===== config.mk =====
export PLATFORM = sky130hd
export DESIGN_NAME = irq_source_ctrl
export DESIGN_NICKNAME = d
export VERILOG_FILES = /design/src/rtl/irq_source_ctrl.sv
export SDC_FILE = /design/constraint.sdc
export NUM_CORES = 1
export LEC_CHECK = 0
export ABC_AREA = 1
export BUFFER_PORTS_ARGS = -buffer_cell sky130_fd_sc_hd__buf_2
export CORE_MARGIN = 1.5
export CORE_UTILIZATION = 26
export CTS_BUF_LIST = sky130_fd_sc_hd__clkbuf_8
export DETAILED_ROUTE_END_ITERATION = 16
export PLACE_DENSITY = 0.55
export SLEW_MARGIN = 15
export SYNTH_ARGS = -nofsm -noshare
export SYNTH_HDL_FRONTEND = slang
export SYNTH_SLANG_ARGS = --single-unit

===== constraint.sdc =====
create_clock -name clk -period 1.1 [get_ports clk]
set_input_delay 0.055 -clock clk [delete_from_list [all_inputs] [get_ports clk]]
set_output_delay 0.055 -clock clk [all_outputs]
set_load 0.005 [all_outputs]

===== src/rtl/irq_source_ctrl.sv =====
// irq_source_ctrl: synchronizes external interrupt sources, latches their
// rising edges as pending, and issues one prioritized request at a time to
// the core. It holds the request until trap entry is acknowledged and waits
// for return-from-trap before it re-arms.
module irq_source_ctrl #(
  parameter int NUM_SRC = 4,
  parameter int ID_W    = 2
) (
  input  logic               clk,
  input  logic               rst,
  input  logic [NUM_SRC-1:0] src_i,
  input  logic [NUM_SRC-1:0] src_en,
  input  logic               irq_ack,
  input  logic               irq_done,
  output logic               interrupt_sig,
  output logic [ID_W-1:0]    irq_id,
  output logic [NUM_SRC-1:0] pending,
  output logic [7:0]         irq_count
);

  typedef enum logic [1:0] {
    IDLE    = 2'd0,
    REQ     = 2'd1,
    SERVICE = 2'd2
  } state_t;

  // Lowest set index wins; an all-zero input maps to index 0.
  function automatic logic [ID_W-1:0] pick_lowest(input logic [NUM_SRC-1:0] req);
    logic [ID_W-1:0] idx;
    logic            found;
    idx   = {ID_W{1'b0}};
    found = 1'b0;
    for (int i = 0; i < NUM_SRC; i++) begin
      if (req[i] && !found) begin
        idx   = ID_W'(i);
        found = 1'b1;
      end else begin
        found = found;
      end
    end
    return idx;
  endfunction

  logic [NUM_SRC-1:0] sync1_r, sync2_r, prev_r;
  logic [NUM_SRC-1:0] rise_s, ready_s, clr_s;
  logic [NUM_SRC-1:0] pending_r, pending_nxt_s;
  logic [ID_W-1:0]    winner_s;
  state_t             state_r, state_nxt_s;
  logic               irq_sig_r, irq_sig_nxt_s;
  logic [ID_W-1:0]    irq_id_r, irq_id_nxt_s;
  logic [7:0]         count_r, count_nxt_s;

  // Two-flop synchronizer plus a history flop for rising-edge detection.
  always_ff @(posedge clk or negedge rst) begin
    if (!rst) begin
      sync1_r <= {NUM_SRC{1'b0}};
      sync2_r <= {NUM_SRC{1'b0}};
      prev_r  <= {NUM_SRC{1'b0}};
    end else begin
      sync1_r <= src_i;
      sync2_r <= sync1_r;
      prev_r  <= sync2_r;
    end
  end

  assign rise_s   = sync2_r & ~prev_r;
  assign ready_s  = pending_r & src_en;
  assign winner_s = pick_lowest(ready_s);

  // Next-state and next-output logic; the ack clear is applied before new
  // edges are OR-ed in, so an edge arriving with the ack keeps the bit set.
  always_comb begin
    state_nxt_s   = state_r;
    irq_sig_nxt_s = irq_sig_r;
    irq_id_nxt_s  = irq_id_r;
    count_nxt_s   = count_r;
    clr_s         = {NUM_SRC{1'b0}};
    case (state_r)
      IDLE: begin
        if (ready_s != {NUM_SRC{1'b0}}) begin
          irq_id_nxt_s  = winner_s;
          irq_sig_nxt_s = 1'b1;
          state_nxt_s   = REQ;
        end else begin
          irq_sig_nxt_s = 1'b0;
          state_nxt_s   = IDLE;
        end
      end
      REQ: begin
        if (irq_ack) begin
          clr_s         = {{(NUM_SRC-1){1'b0}}, 1'b1} << irq_id_r;
          count_nxt_s   = count_r + 8'd1;
          irq_sig_nxt_s = 1'b0;
          state_nxt_s   = SERVICE;
        end else if (!src_en[irq_id_r]) begin
          irq_sig_nxt_s = 1'b0;
          state_nxt_s   = IDLE;
        end else begin
          irq_sig_nxt_s = 1'b1;
          state_nxt_s   = REQ;
        end
      end
      SERVICE: begin
        irq_sig_nxt_s = 1'b0;
        if (irq_done) begin
          state_nxt_s = IDLE;
        end else begin
          state_nxt_s = SERVICE;
        end
      end
      default: begin
        irq_sig_nxt_s = 1'b0;
        state_nxt_s   = IDLE;
      end
    endcase
    pending_nxt_s = (pending_r & ~clr_s) | rise_s;
  end

  // FSM state register.
  always_ff @(posedge clk or negedge rst) begin
    if (!rst) begin
      state_r <= IDLE;
    end else begin
      state_r <= state_nxt_s;
    end
  end

  // Registered outputs: request, id, pending bits and ack counter.
  always_ff @(posedge clk or negedge rst) begin
    if (!rst) begin
      irq_sig_r <= 1'b0;
      irq_id_r  <= {ID_W{1'b0}};
      pending_r <= {NUM_SRC{1'b0}};
      count_r   <= 8'd0;
    end else begin
      irq_sig_r <= irq_sig_nxt_s;
      irq_id_r  <= irq_id_nxt_s;
      pending_r <= pending_nxt_s;
      count_r   <= count_nxt_s;
    end
  end

  assign interrupt_sig = irq_sig_r;
  assign irq_id        = irq_id_r;
  assign pending       = pending_r;
  assign irq_count     = count_r;

endmodule


==> flow_summary.toml, run 1 <==
[status]
run_status = "completed"

[setup_path]
cp.arrival_ns = 1.01
start_kind = "register"
worst_setup_path_end_kind = "output port"
critPathRequiredTime_ns = 1.04
path_class = "register to output port"
cp_max_fo = 6

[drt]
vias_per_cell = 4.14
firstDrtPassIters = 4
routed_wl_um = 2300
drt_iter0_drc = 42
vias = 940
wl_per_cell_um = 10.1
drtAntennaViolNets = 0
drc = 0

[global_routing]
grt_pass1_wl_um = 4090
antenna_found_initial = 0
grt_overflow_total = 0
grt_pass1_vias = 890
grt_max_degree = 30
track_usage_pct = 10.9

[timing]
finalCriticalPeriod_ns = 1.06
skew_ns = 0.00430
worstMarginPinSlew_ns = 0.367
max-slew-margin-rel_pct = 75.5
hold_viol = 0
finalSetupViolations = 0
drv_slew = 0
fmax_ghz = 0.942
post-route-period-util_pct = 96.5
rsz0062_at_grt = "true"
tns_ns = 0

[layout]
area_growth_pct = 43.2
nets = 187
layout_common_cells = "41 x nand2_1, 27 x dfrtp_1, 26 x buf_2"
final_common_cell = "nand2_1"
drive_above_1_share_pct = 33.7
fillers = 455
antenna_cells = 0
final_cells = 227

[place]
port_buffers = 26
place_congestion = 0.821
dp.final_hpwl_um = 1650
dp_cells = 213

[clocking]
clock_sinks = 29
clockRootBuffer = "clkbuf_8"
path_clk_slew_ns = 0.06
cts_buffers = 5
clk_latency_ns = 0.28
cts_max_level = 2
clk_path_buf_depth = 2
cts_tree = "built"

[synthesis]
ys_seq_elements = 29
netlist_instances = 123
synthDistinctLibCells = 15
netlist_area_sq_um = 1160
syn_area_per_cell_sq_um = 9.47
seq_area_frac_synth_pct = 62.3
yosysWarningCount = 0
postSynthNetCount = 136

[floorplanning]
die_w_um = 69.9
core_area_sq_um = 4320
die_area_sq_um = 4890
ios = 27
initial_core_util_pct = 26.9
die_h_um = 69.9
num_rows = 24

[power_and_ir_drop]
peakVddDrop_mv = 0.811
cellLeakagePower_uw = 0.000844
power.density_nw_per_um2 = 2430

[flow_run]
maxCapViolations = 0

[hold_path]
hold_class = "input port to register"
## path summary, 6_finish.rpt
| path | end | slack (ns) | from | depth (start not counted) |
|---|---|---|---|---|
| max | irq_id[0] | 0.04 | irq_id[0] | 2 |
| min | interrupt_sig | 0.09 | irq_ack | 4 |
| max reg2reg | irq_count[6] | 0.05 | irq_count[0] | 6 |
| min reg2reg | sync2_r[1] | 0.35 | sync1_r[1] | 0 |
| max in group asynchronous | irq_count[4] | 0.50 | rst | 3 |
| min in group asynchronous | interrupt_sig | 0.31 | rst | 3 |
## layout make-up
cell class,instances,area [sq um],area share (%)
sequential,29,728,43.7
multi-input combinational,77,403,24.2
timing repair buffer,45,292,17.5
clock buffer,6,82.6,4.95
tap,52,65.1,3.90
inverter,16,60.1,3.60
clock inverter,2,37.5,2.25
## flip-flops by register name, summed over array words and instances, names as in the netlist
| signal | flops |
|---|---|
| irq_count | 8 |
| sync2_r | 4 |
| prev_r | 4 |
| sync1_r | 4 |
| state_r | 2 |
| pending | 4 |
| irq_id | 2 |
| interrupt_sig | 1 |
## power breakdown
part	leakage (uW)	switching [uW]	internal (uW)	total (uW)
clock	0.0000574	423	736	1160
sequential	0.000341	230	1320	1550
combinational	0.000446	675	660	1340
total	0.000844	1330	2720	4050
## what timing repair did
action | 4_1_cts | 5_1_grt
hold endpoints to repair | 34 | 0
resized for setup | 3 | 12
cloned | 0 | 0
buffers inserted | 0 | 0
pin swaps | 1 | 2
endpoints found under the setup margin | 5 | 12
hold buffers | 6 | 0
## per-stage QoR
| step | hold slack (ns) | setup WS [ns] | area (sq um) | utilization, % | power (uW) |
|---|---|---|---|---|---|
| after floorplan | -0.241 | 0.0530 | 1160 | - | 2130 |
| after global placement | 0.0831 | -0.0311 | 1450 | 33.4 | 2770 |
| after detailed placement | 0.0892 | -0.0854 | 1450 | 33.4 | 2780 |
| after CTS | 0.0819 | 0.00651 | 1640 | 37.9 | 4010 |
| after global routing | 0.129 | -0.0622 | 1670 | 38.6 | 4370 |
| final | 0.0935 | 0.0389 | 1670 | 38.6 | 4050 |
## routing by layer
metal	track usage, %	wire, um
met1	14.5	1080
met3	3.61	113
met5	0	0
met4	6.41	17
met2	15.4	1090
## critical path, stage by stage, from the launching register on
cell     delay [ns]
dfrtp_1        0.45
buf_4          0.16
buf_2          0.11
## logic make-up after synthesis
logic type	Yosys count	share of synthesized area, %
xor+xnor	3	2.26
fa+ha+maj	1	1.07
buf+inv	17	6.12
compound gates	11	4.94
simple gates	62	23.3
flops	29	62.3
## synth_stat cells
library cell	instances	area, sq um
nand3b_1	1	7.51
nand3_2	1	10.0
nor2_2	1	6.26
ha_1	1	12.5
buf_6	1	11.3
inv_1	16	60.1
nor2_1	4	15.0
o31ai_1	1	7.51
nand3_1	9	45.0
nand4_1	3	18.8
nor2_4	1	11.3
o21ai_0	10	50.1
xor2_1	3	26.3
dfrtp_1	29	726
nand2_1	42	158
Power figures use the tool's default switching activity.
==> inputs of run 2 (changes only) <==
--- a/config.mk
+++ b/config.mk
@@ -11,8 +11,10 @@
 export CORE_UTILIZATION = 26
 export CTS_BUF_LIST = sky130_fd_sc_hd__clkbuf_8
 export DETAILED_ROUTE_END_ITERATION = 16
+export GPL_TIMING_DRIVEN = 0
 export PLACE_DENSITY = 0.55
-export SLEW_MARGIN = 15
+export SKIP_CTS_REPAIR_TIMING = 1
+export SLEW_MARGIN = 20
 export SYNTH_ARGS = -nofsm -noshare
 export SYNTH_HDL_FRONTEND = slang
 export SYNTH_SLANG_ARGS = --single-unit
==> run 2 against run 1 <==
  * The run now ends with negative setup slack left
  * Wire length fell by 7.0%
  * Die area did not move
  * Register-to-register slack got worse by 0.05 ns
  * Maximum frequency fell by 3.6%
  * Total power fell by 5.9%
  * Critical path type is now register to register
  * Largest cell class unchanged
==> flow_summary.toml, run 2 (synthesized netlist as in run 1, its figures left out) <==
[setup_path]
r2r_cells = 7
cp.arrival_ns = 1.27
rr_endpoint = "irq_count[5]"
rrSetupSlack_ns = -0.0003
cp_max_fo = 7
critPathRequiredTime_ns = 1.27
worst_setup_path_end_kind = "register"
start_kind = "register"
r2r_start = "state_r[1]"
path_class = "register to register"

[power_and_ir_drop]
switching_power_uw = 1240
p_int_uw = 2560
clkPwrFrac_pct = 29.9
cellLeakagePower_uw = 0.000794
p_sw_share_pct = 32.7
peakVddDrop_mv = 0.784
power.total_uw = 3810
power.density_nw_per_um2 = 2370
seq_power_share_pct = 42.2
combPwrFrac_pct = 27.9

[floorplanning]
die_area_sq_um = 4890
ios = 27
num_rows = 24
initial_core_util_pct = 26.9
die_w_um = 69.9
core_area_sq_um = 4320
die_h_um = 69.9

[clocking]
clk_path_buf_depth = 2
cts_max_level = 2
path_clk_slew_ns = 0.06
cts_tree = "built"
cts_buffers = 5
clock_sinks = 29
clk_latency_ns = 0.27
clockRootBuffer = "clkbuf_8"

[drt]
vias_per_cell = 4.18
vias = 908
firstDrtPassIters = 4
drc = 0
wl_per_cell_um = 9.85
routed_wl_um = 2140
drt_iter0_drc = 57
drtAntennaViolNets = 0

[timing]
rsz0062_at_grt = "true"
fmax_ghz = 0.909
holdWs_ns = 0.0976
finalWorstSetupSlack_ns = -0.000302
finalCriticalPeriod_ns = 1.10
finalSetupViolations = 1
drv_slew = 0
skew_ns = 0.00311
hold_viol = 0
max-slew-margin-rel_pct = 57.3
post-route-period-util_pct = 100
worstMarginPinSlew_ns = 0.640

[hold_path]
worstHoldEndpoint = "interrupt_sig"
hold_class = "input port to register"
hp-start = "irq_ack"
hold_depth = 4

[global_routing]
track_usage_pct = 9.14
antenna_found_initial = 0
grt_pass1_vias = 801
grt_max_degree = 30
grt_pass1_wl_um = 3480
grt_overflow_total = 0

[layout]
nets = 177
antenna_cells = 0
final_common_cell = "nand2_1"
final_cells = 217
drive_above_1_share_pct = 31.5
largest_reg_flops = 8
layout_common_cells = "40 x nand2_1, 26 x buf_2, 23 x dfrtp_1"
area_growth_pct = 37.9

[place]
dp_cells = 201
dp.final_hpwl_um = 1460
port_buffers = 26
place_congestion = 0.841

[status]
run_status = "finished with violations"
violations = "negative setup slack"

[flow_run]
maxCapViolations = 0
run 2: cell count changes in the layout (fill, tap and decap cells not counted), moves of 3 or more:
cell	delta
buf_4	-11
dfrtp_1	-4
dfrtp_2	+4
o21ai_0	-3
run 2: worst max-delay path by stage:
stage,from,to,slack [ns],cells past startpoint
2_1_floorplan,irq_count[1],irq_count[6],0.05,6
3_3_place_gp,pending[0],irq_id[0],-0.02,4
3_5_place_dp,pending[2],irq_id[0],-0.05,4
4_1_cts,pending[2],irq_id[0],-0.06,4
5_1_grt,state_r[1],irq_count[5],-0.08,7
6_report,state_r[1],irq_count[5],-0.0003,7
run 2: cell type report:
class	instances	area (sq um)
buffer	1	11.3
clock buffer	6	82.6
clock inverter	2	37.5
fill	458	2720
inverter	16	65.1
multi-input combinational	77	394
sequential	29	733
tap	52	65.1
timing repair buffer	34	218
run 2: per-stage QoR:
step                area (sq um)  util [%]  setup TNS (ns)  setup slack (ns)
finish                      1610      37.2       -0.000302         -0.000302
global route                1610      37.2          -0.526           -0.0779
detailed placement          1360      31.5          -0.103           -0.0490
floorplan                   1160         -               0            0.0530
global placement            1360      31.5         -0.0530           -0.0227
CTS                         1480      34.2          -0.170           -0.0645
run 2: power by group through the flow:
stage	clock network [uW]	registers [uW]	logic [uW]
global route	1220	1660	1240
global placement	0	1590	901
CTS	1180	1580	912
finish	1140	1610	1060
detailed placement	0	1600	909
floorplan	0	1570	559
run 2: routing by layer:
layer / wire length [um] / track usage, %
met2: 1020 / 13.4
met5: 0 / 0
met3: 104 / 3.75
met4: 38 / 4.49
met1: 969 / 11.6
run 2: critical path, cell delays in order (launching register included):
cell,delay (ns)
dfrtp_1,0.39
inv_2,0.09
nand3_4,0.08
buf_6,0.15
nor2_4,0.12
nand3_2,0.07
nand2_1,0.06
nand2_1,0.05
==> inputs of run 3 (changes only) <==
--- a/config.mk
+++ b/config.mk
@@ -5,7 +5,7 @@
 export SDC_FILE = /design/constraint.sdc
 export NUM_CORES = 1
 export LEC_CHECK = 0
-export ABC_AREA = 1
+export ABC_AREA = 0
 export BUFFER_PORTS_ARGS = -buffer_cell sky130_fd_sc_hd__buf_2
 export CORE_MARGIN = 1.5
 export CORE_UTILIZATION = 26
==> constraint.sdc (replaced) <==
create_clock -name clk -period 1.1 [get_ports clk]
set_input_delay 0.055 -clock clk [delete_from_list [all_inputs] [get_ports clk]]
set_output_delay 0.055 -clock clk [all_outputs]
set_load 0.1 [all_outputs]
==> run 3 against run 2 <==
  * The flow still finishes with violations (negative setup slack)
  * Largest cell class unchanged
  * Wire length increased by 0.33%
  * Design area increased by 4.1%
  * Synthesized cell count decreased by 33%
  * Core utilization increased by 4.4 points
  * First-iteration DRC count decreased by 72%
  * Clock-buffer cell count unchanged
  * Critical endpoint is now irq_id[0]
  * Critical path depth decreased by 4
  * Global-route usage increased by 1.1 points
==> flow_summary.toml, run 3 <==
[clocking]
cts_buffers = 5
path_clk_slew_ns = 0.06
clockRootBuffer = "clkbuf_8"
cts_max_level = 2
clk_path_buf_depth = 2
clock_sinks = 29
clk_latency_ns = 0.27
cts_tree = "built"

[hold_path]
worstHoldEndpoint = "state_r[1]"
hp-start = "irq_done"
hold_depth = 4
hold_class = "input port to register"

[setup_path]
start_kind = "register"
rrSetupSlack_ns = -0.22
cp.arrival_ns = 1.47
startpoint = "pending[0]"
path_class = "register to register"
worst_setup_path_end_kind = "register"
rr_endpoint = "irq_id[0]"
critPathRequiredTime_ns = 1.25
r2r_start = "pending[0]"
cp_max_fo = 4
r2r_cells = 3

[synthesis]
syn_area_per_cell_sq_um = 13.3
synth.top_cell.area_share_pct = 66.0
synth_top_cells_by_area = "dfrtp_1 66%, nand2_1 4.1%, xnor2_1 4.0%"
netlist_area_sq_um = 1100
synthDistinctLibCells = 26
ys_async_sr_fraction_pct = 100
synth.most_common_cell = "dfrtp_1"
seq_area_frac_synth_pct = 66.0
postSynthNetCount = 96
ys_seq_elements = 29
synthTopCellsByCount = "29 x dfrtp_1, 12 x nand2_1, 6 x o21ai_0"
yosys.area.top_type = "dfrtp_1"
synthFlopType = "dfrtp_1"
yosysWarningCount = 0
synth_edf_count = 0
netlist_instances = 83

[drt]
drc = 0
drtAntennaViolNets = 0
vias_per_cell = 4.35
vias = 787
wl_per_cell_um = 11.8
routed_wl_um = 2140
firstDrtPassIters = 3
drt_iter0_drc = 16

[timing]
drv_slew = 0
rsz0062_at_grt = "true"
max-slew-margin-rel_pct = 57.7
hold_viol = 0
finalCriticalPeriod_ns = 1.32
skew_ns = 0.00831
finalWorstSetupSlack_ns = -0.216
finalSetupViolations = 16
post-route-period-util_pct = 120
worstMarginPinSlew_ns = 0.634
fmax_ghz = 0.760

[layout]
area_growth_pct = 52.1
final_common_cell = "buf_4"
antenna_cells = 0
final_design_area_no_fill_sq_um = 1670
nets = 143
layout_common_cells = "15 x buf_4, 14 x dfrtp_1, 13 x buf_2"
largest_reg_flops = 8
final_util_pct = 41.5
drive_above_1_share_pct = 59.5

[floorplanning]
die_h_um = 68.0
ios = 27
initial_core_util_pct = 27.3
die_area_sq_um = 4630
core_area_sq_um = 4030
num_rows = 23
die_w_um = 68.0

[global_routing]
grt_overflow_total = 0
grt_pass1_vias = 762
met3_usage_pct = 3.29
grt_util_met1_pct = 10.9
met2_usage_pct = 17.1
track_usage_pct = 10.2
grt_max_degree = 30
grt_pass1_wl_um = 3390
top_usage_layer = "met2"
antenna_found_initial = 0

[place]
dp.final_hpwl_um = 1490
placed_cell_area_sq_um = 1370
port_buffers = 26
place_congestion = 0.701

[status]
run_status = "finished with violations"
violations = "negative setup slack"

[flow_run]
maxCapViolations = 0
-- run 3: cell types whose count changed in the layout (fill, tap and decap cells not counted), moves of 8 or more --
cell | previous run | this run
nand2_1 | 40 | 6
buf_4 | 1 | 15
buf_2 | 26 | 13
dfrtp_1 | 23 | 14
dfrtp_4 | 0 | 9
inv_1 | 14 | 6
nand3_1 | 8 | 0
-- run 3: cells by family after synthesis --
group	Yosys count	synth area share [%]
adders and majority gates	1	1.14
xor gates and xnor gates	7	5.57
and+or+nand+nor	24	12.1
buffers and inverters	5	2.39
DFF	29	66.0
muxes	2	3.07
AOI/OAI and AO/OA	15	9.78
-- run 3: layer usage --
layer | share of wire (%) | vias up
li1 | - | 378
met1 | 41 | 386
met2 | 52 | 16
met3 | 4.6 | 7
met4 | 2.4 | 0
met5 | 0 | -
-- run 3: worst max-delay path by stage --
stage	end	slack, ns	cells after the start
2_1_floorplan	irq_id[0]	-0.44	3
3_3_place_gp	irq_id[0]	-0.25	3
3_5_place_dp	irq_id[0]	-0.25	3
4_1_cts	irq_count[5]	-0.28	4
5_1_grt	irq_count[5]	-0.28	4
6_report	irq_id[0]	-0.22	3
-- run 3: metrics by stage --
| step | setup slack (ns) | hold WS (ns) | setup TNS, ns | cells |
|---|---|---|---|---|
| 3_3_place_gp | -0.254 | 0.0978 | -1.82 | 159 |
| 6_report | -0.216 | 0.0289 | -1.81 | 181 |
| 3_5_place_dp | -0.249 | 0.120 | -1.94 | 159 |
| 4_1_cts | -0.281 | -0.183 | -3.75 | 167 |
| 5_1_grt | -0.283 | 0.0410 | -2.76 | 181 |
| 2_1_floorplan | -0.439 | -0.241 | -2.10 | 83 |
-- run 3: final cells by class --
class	count	area [sq um]
fillers	402	2360
flip-flops and latches	29	767
multi-input cells	49	428
repair buffers	40	299
clock buffers	6	82.6
well taps	50	62.6
inverters	4	15.0
plain buffers	1	11.3
clock inverters	2	7.51
-- run 3: critical path, stage by stage (launching register included) --
cell	delay (ns)
dfrtp_4	0.43
a22oi_2	0.09
a311oi_2	0.35
mux2_4	0.33
Power of run 3 is not shown: default switching activity piles up to over one toggle a cycle in this logic, so the estimate is an artifact.
